$ cat config.mk
export PLATFORM = sky130hd
export DESIGN_NAME = updown_sweep_controller
export DESIGN_NICKNAME = d
export VERILOG_FILES = /design/src/rtl/updown_sweep_controller.sv
export SDC_FILE = /design/constraint.sdc
export NUM_CORES = 1
export LEC_CHECK = 0
export BUFFER_PORTS_ARGS = -buffer_cell sky130_fd_sc_hd__buf_2
export CAP_MARGIN = 20
export CORE_ASPECT_RATIO = 0.75
export CORE_MARGIN = 1.5
export CORE_UTILIZATION = 54
export DETAILED_ROUTE_END_ITERATION = 10
export PLACE_DENSITY = 0.83
export SYNTH_ARGS = -nofsm -noshare
export SYNTH_HDL_FRONTEND = slang
export SYNTH_SLANG_ARGS = --single-unit
$ cat constraint.sdc
create_clock -name i_clk -period 2.17 [get_ports i_clk]
set_input_delay 0.217 -clock i_clk [delete_from_list [all_inputs] [get_ports i_clk]]
set_output_delay 0.217 -clock i_clk [all_outputs]
set_load 0.01 [all_outputs]
$ cat src/rtl/updown_sweep_controller.sv
`default_nettype none
// ============================================================================
// Module      : updown_sweep_controller
// Description : Command-driven sweep sequencer. It accepts a sweep command
//               (start, limit, mode, repeat count) over valid/ready. It then
//               steps a WIDTH-bit count up, down or back and forth at a
//               prescaled rate, and pulses done/err toward the upstream
//               sequencer.
// Revision    : 1.0 - initial release
// ============================================================================
module updown_sweep_controller #(
  parameter int WIDTH    = 4,
  parameter int PRESCALE = 1
) (
  input  logic             i_clk,
  input  logic             i_reset,
  input  logic             i_cmd_valid,
  output logic             o_cmd_ready,
  input  logic [WIDTH-1:0] i_cmd_start,
  input  logic [WIDTH-1:0] i_cmd_limit,
  input  logic [1:0]       i_cmd_mode,
  input  logic [3:0]       i_cmd_reps,
  input  logic             i_hold,
  input  logic             i_abort,
  output logic             o_up,
  output logic [WIDTH-1:0] o_count,
  output logic             o_busy,
  output logic             o_done,
  output logic             o_err
);

  localparam logic [0:0] c_ST_IDLE = 1'b0;
  localparam logic [0:0] c_ST_RUN  = 1'b1;

  localparam logic [1:0] c_MODE_DOWN    = 2'b01;
  localparam logic [1:0] c_MODE_BOUNCE  = 2'b10;
  localparam logic [1:0] c_MODE_ILLEGAL = 2'b11;

  // The prescaler needs at least one bit even when every cycle is a tick.
  localparam int                c_PS_W    = (PRESCALE > 1) ? $clog2(PRESCALE) : 1;
  localparam logic [c_PS_W-1:0] c_PS_LAST = c_PS_W'(PRESCALE - 1);
  localparam logic [c_PS_W-1:0] c_PS_ONE  = c_PS_W'(1);
  localparam logic [WIDTH-1:0]  c_CNT_ONE = WIDTH'(1);

  logic [0:0]       r_state;
  logic [WIDTH-1:0] r_count;
  logic [WIDTH-1:0] r_target;
  logic [WIDTH-1:0] r_start;
  logic [WIDTH-1:0] r_limit;
  logic [1:0]       r_mode;
  logic [3:0]       r_pass;
  logic [c_PS_W-1:0] r_ps;
  logic             r_up;
  logic             r_busy;
  logic             r_done;
  logic             r_err;

  logic             w_accept;
  logic             w_illegal;
  logic             w_at_target;
  logic             w_ps_wrap;
  logic [3:0]       w_reps_eff;
  logic [WIDTH-1:0] w_count_step;

  // Decode handshake, tick and next-step values from the current state.
  always_comb begin
    w_accept     = (r_state == c_ST_IDLE) && i_cmd_valid;
    w_illegal    = (i_cmd_mode == c_MODE_ILLEGAL);
    w_at_target  = (r_count == r_target);
    w_ps_wrap    = (r_ps == c_PS_LAST);
    w_reps_eff   = (i_cmd_reps == 4'd0) ? 4'd1 : i_cmd_reps;
    w_count_step = r_up ? (r_count + c_CNT_ONE) : (r_count - c_CNT_ONE);
  end

  // Sweep state machine: command intake, prescaled stepping, turnarounds.
  always_ff @(posedge i_clk) begin
    if (i_reset) begin
      r_state  <= c_ST_IDLE;
      r_count  <= '0;
      r_target <= '0;
      r_start  <= '0;
      r_limit  <= '0;
      r_mode   <= '0;
      r_pass   <= '0;
      r_ps     <= '0;
      r_up     <= 1'b1;
      r_busy   <= 1'b0;
      r_done   <= 1'b0;
      r_err    <= 1'b0;
    end else begin
      r_done <= 1'b0;
      r_err  <= 1'b0;
      case (r_state)
        c_ST_IDLE: begin
          if (w_accept) begin
            if (w_illegal) begin
              r_err <= 1'b1;
            end else begin
              r_count  <= i_cmd_start;
              r_target <= i_cmd_limit;
              r_start  <= i_cmd_start;
              r_limit  <= i_cmd_limit;
              r_mode   <= i_cmd_mode;
              r_pass   <= w_reps_eff;
              r_ps     <= '0;
              r_up     <= (i_cmd_mode != c_MODE_DOWN);
              r_busy   <= 1'b1;
              r_state  <= c_ST_RUN;
            end
          end
        end
        c_ST_RUN: begin
          if (i_abort) begin
            // Abort wins over hold and over a tick on the same edge.
            r_state <= c_ST_IDLE;
            r_busy  <= 1'b0;
          end else if (!i_hold) begin
            if (!w_ps_wrap) begin
              r_ps <= r_ps + c_PS_ONE;
            end else begin
              r_ps <= '0;
              if (!w_at_target) begin
                r_count <= w_count_step;
              end else if (r_mode != c_MODE_BOUNCE) begin
                r_state <= c_ST_IDLE;
                r_busy  <= 1'b0;
                r_done  <= 1'b1;
              end else if (r_up) begin
                // Outbound leg reached the limit: turn around toward start.
                r_up     <= 1'b0;
                r_target <= r_start;
              end else if (r_pass > 4'd1) begin
                // Return leg reached start with passes left: head out again.
                r_pass   <= r_pass - 4'd1;
                r_up     <= 1'b1;
                r_target <= r_limit;
              end else begin
                r_pass  <= '0;
                r_state <= c_ST_IDLE;
                r_busy  <= 1'b0;
                r_done  <= 1'b1;
              end
            end
          end
        end
        default: begin
          r_state <= c_ST_IDLE;
          r_busy  <= 1'b0;
        end
      endcase
    end
  end

  assign o_cmd_ready = (r_state == c_ST_IDLE);
  assign o_up        = r_up;
  assign o_count     = r_count;
  assign o_busy      = r_busy;
  assign o_done      = r_done;
  assign o_err       = r_err;

endmodule
`default_nettype wire

==> flow_summary.json <==
{
  "io_pins": 28,
  "gp_routability_congestion": 0.9400,
  "cp_slowest_stage_delay_ns": 0.50,
  "drive_above_1_share_pct": 18.32,
  "initial_utilization_pct": 59.58,
  "fill_cells": 201,
  "pwr-share-seq_pct": 53.5,
  "critical_path.endpoint_type": "flip-flop",
  "ys_warn_count": 0,
  "overflow": 0,
  "critical_path_buf_inv_count": 0,
  "antenna_found_initial": 0,
  "drtAntennaViolNets": 0,
  "outcome": "completed",
  "drv_slew": 0,
  "post-route-min-period_ns": 1.914,
  "cts_buffer_depth": 2,
  "portBuffers": 27,
  "switchingPower_mw": 0.3397,
  "chipWidth_um": 62.22,
  "avgSynthCellArea_um2": 8.162,
  "leakagePower_nw": 0.7233,
  "vias_per_cell": 5.585,
  "cp_data_required_time_ns": 2.39,
  "cts_buffers": 3,
  "synth_seq_cells": 27,
  "p_comb_share_pct": 26.2,
  "period_share_pct": 88.19,
  "p_int_mw": 0.7234,
  "register_area_um2": 540.5,
  "htreeDepth": 1,
  "whs_ns": 0.1308,
  "cts_post_setup_buffers_inserted": 0,
  "multiInputGateArea_um2": 833.3,
  "die_y_um": 47.41,
  "crit_family": "simple AND/OR/NAND/NOR gates",
  "synth_top_area_share_pct": 38.06,
  "cts_tree": "done",
  "power_density_mw_per_mm2": 652.1,
  "grt_max_degree": 29,
  "drt_iter0_markers": 119,
  "netlist_top_cells_area": "dfxtp_1 38%, a21oi_1 7.0%, mux2i_1 6.3%",
  "synth_cells": 174,
  "setup_viol": 0,
  "start_kind": "flip-flop",
  "arrival_ns": 2.13,
  "finalClockSkew_ns": 0.005617,
  "rsz0062_at_grt": "no",
  "synthesis.area_mm2": 0.001420,
  "cp_cell_sequence": "xor2_1 -> nor4_4 -> a41o_1 -> mux2i_1 -> nor2_1",
  "switching_share_pct": 31.95,
  "die_area_mm2": 0.002950,
  "track_usage_pct": 23.23,
  "first_global_vias": 1107,
  "max_slew_margin_pct": 65.86,
  "max_cap_viol_count": 0,
  "drc": 0,
  "numClockSinks": 27,
  "min_path_type": "in -> reg",
  "worst_skew_pair.late_latency_ns": 0.32,
  "layout.nets": 227,
  "placed_area_mm2": 0.001604,
  "hold_viol_final": 0,
  "max-vdd-ir-drop_uv": 445.3,
  "firstDrtPassIters": 4,
  "path_clk_slew_ns": 0.14,
  "core_area_mm2": 0.002384,
  "ctsHoldBuffers": 0,
  "finalSetupTns_ns": 0,
  "yosys.cell_types.count": 35,
  "worst_slew_pin_slew_ns": 0.5121,
  "synth.net_count": 198,
  "num_antenna_cells": 0,
  "post-synth-top-area-cell": "dfxtp_1",
  "fmax_mhz": 522.6,
  "syn_to_final_growth_pct": 14.80,
  "hpwl_um": 2485,
  "final_cell_mix": "27 x buf_2, 27 x dfxtp_1, 23 x nand2_1, 22 x nor2_1, 20 x a21oi_1",
  "via_count": 1318,
  "grt_first_pass_wirelength_um": 5195,
  "path_class": "reg -> reg",
  "critPathMaxFanout": 8,
  "p_clk_share_pct": 20.4,
  "routedWlPerCell_um": 13.94,
  "post-route-cell-area_mm2": 0.001630,
  "fp-row-count": 15,
  "cts_resized": 0,
  "wl_um": 3290,
  "yosysSeqAreaShare_pct": 38.06,
  "cts_root_buf": "clkbuf_4",
  "slowest_stage": "dfxtp_1"
}
[path summary, 6_finish.rpt]
check	slack, ns	startpoint	end	cells after the start
max	0.26	o_count[0]	r_target[0]	5
min	0.13	i_cmd_limit[1]	r_limit[1]	3
max reg2reg	0.26	o_count[0]	r_target[0]	5
min reg2reg	0.47	r_limit[1]	r_limit[1]	2
[state kept, by name, summed over array words and instances (netlist names)]
name,count
r_pass,4
o_done,1
r_mode,2
r_state,1
o_busy,1
r_limit,4
o_err,1
r_target,4
o_up,1
o_count,4
r_start,4
[kinds of logic (layout without fill, tap and decap cells)]
kind of cell             Yosys count  in the layout  synth area share (%)
flip-flops                        27             27                 38.06
buffers and inverters             12             40                 3.259
XOR/XNOR                           7              7                 4.317
multiplexers                       9              9                 6.344
adder cells (fa/ha/maj)            5              5                 4.934
AO/OA/AOI/OAI                     40             40                 17.89
AND/OR/NAND/NOR                   74             74                 25.20
[per-stage QoR]
stage / worst slack (ns) / total power [mW] / utilization (%) / cells
global route: 0.1577 / 1.137 / 68.40 / 236
floorplan: 0.3129 / 0.7688 / - / 174
CTS: 0.2532 / 1.069 / 68.40 / 236
finish: 0.2563 / 1.063 / 68.40 / 236
detailed placement: 0.2770 / 0.8547 / 67.30 / 232
global placement: 0.3623 / 0.8436 / 67.30 / 232
[tightest hold or removal path, delay by kind of cell]
family	cells	cell delay, ns
simple gates	1	0.05
compound gates	1	0.05
buf+inv	1	0.11
[area by class of cell]
class,count,share of cell area (%)
clock buffer,4,1.612
inverter,4,0.9210
multi-input combinational,135,51.11
sequential,27,33.15
tap,34,2.609
timing repair buffer,32,10.59
[cell usage after synthesis, drive strengths merged]
cell,instances
a21oi,20
xnor2,3
and3,1
a41o,1
inv,4
a21o,2
nor4,2
o221ai,1
nand2,23
o21ai,2
nor2b,3
nor3,10
clkbuf,6
o22ai,1
and2,1
nor3b,1
a211oi,5
fa,1
nand3,1
or4,2
a311oi,1
dfxtp,27
xor2,4
mux2i,9
a31oi,3
o41ai,1
buf,2
nand2b,6
a2111oi,1
nand3b,2
o31ai,2
ha,4
nor2,22
[layer usage]
metal | track usage, % | part of all wire (%) | vias to the layer above | wire length, um
met2 | 36.52 | 46 | 48 | 1509
met5 | 0 | 0 | - | 0
met3 | 5.647 | 6.9 | 0 | 227
met4 | 8.889 | 0 | 0 | 0
li1 | - | - | 667 | -
met1 | 32.07 | 47 | 603 | 1553
[power by group through the flow]
stage | logic (mW) | clock network (mW) | registers (mW)
global placement | 0.268 | 0 | 0.576
floorplan | 0.194 | 0 | 0.575
CTS | 0.278 | 0.223 | 0.567
detailed placement | 0.276 | 0 | 0.578
finish | 0.278 | 0.216 | 0.568
global route | 0.310 | 0.253 | 0.574
(Power assumes the default switching activity.)
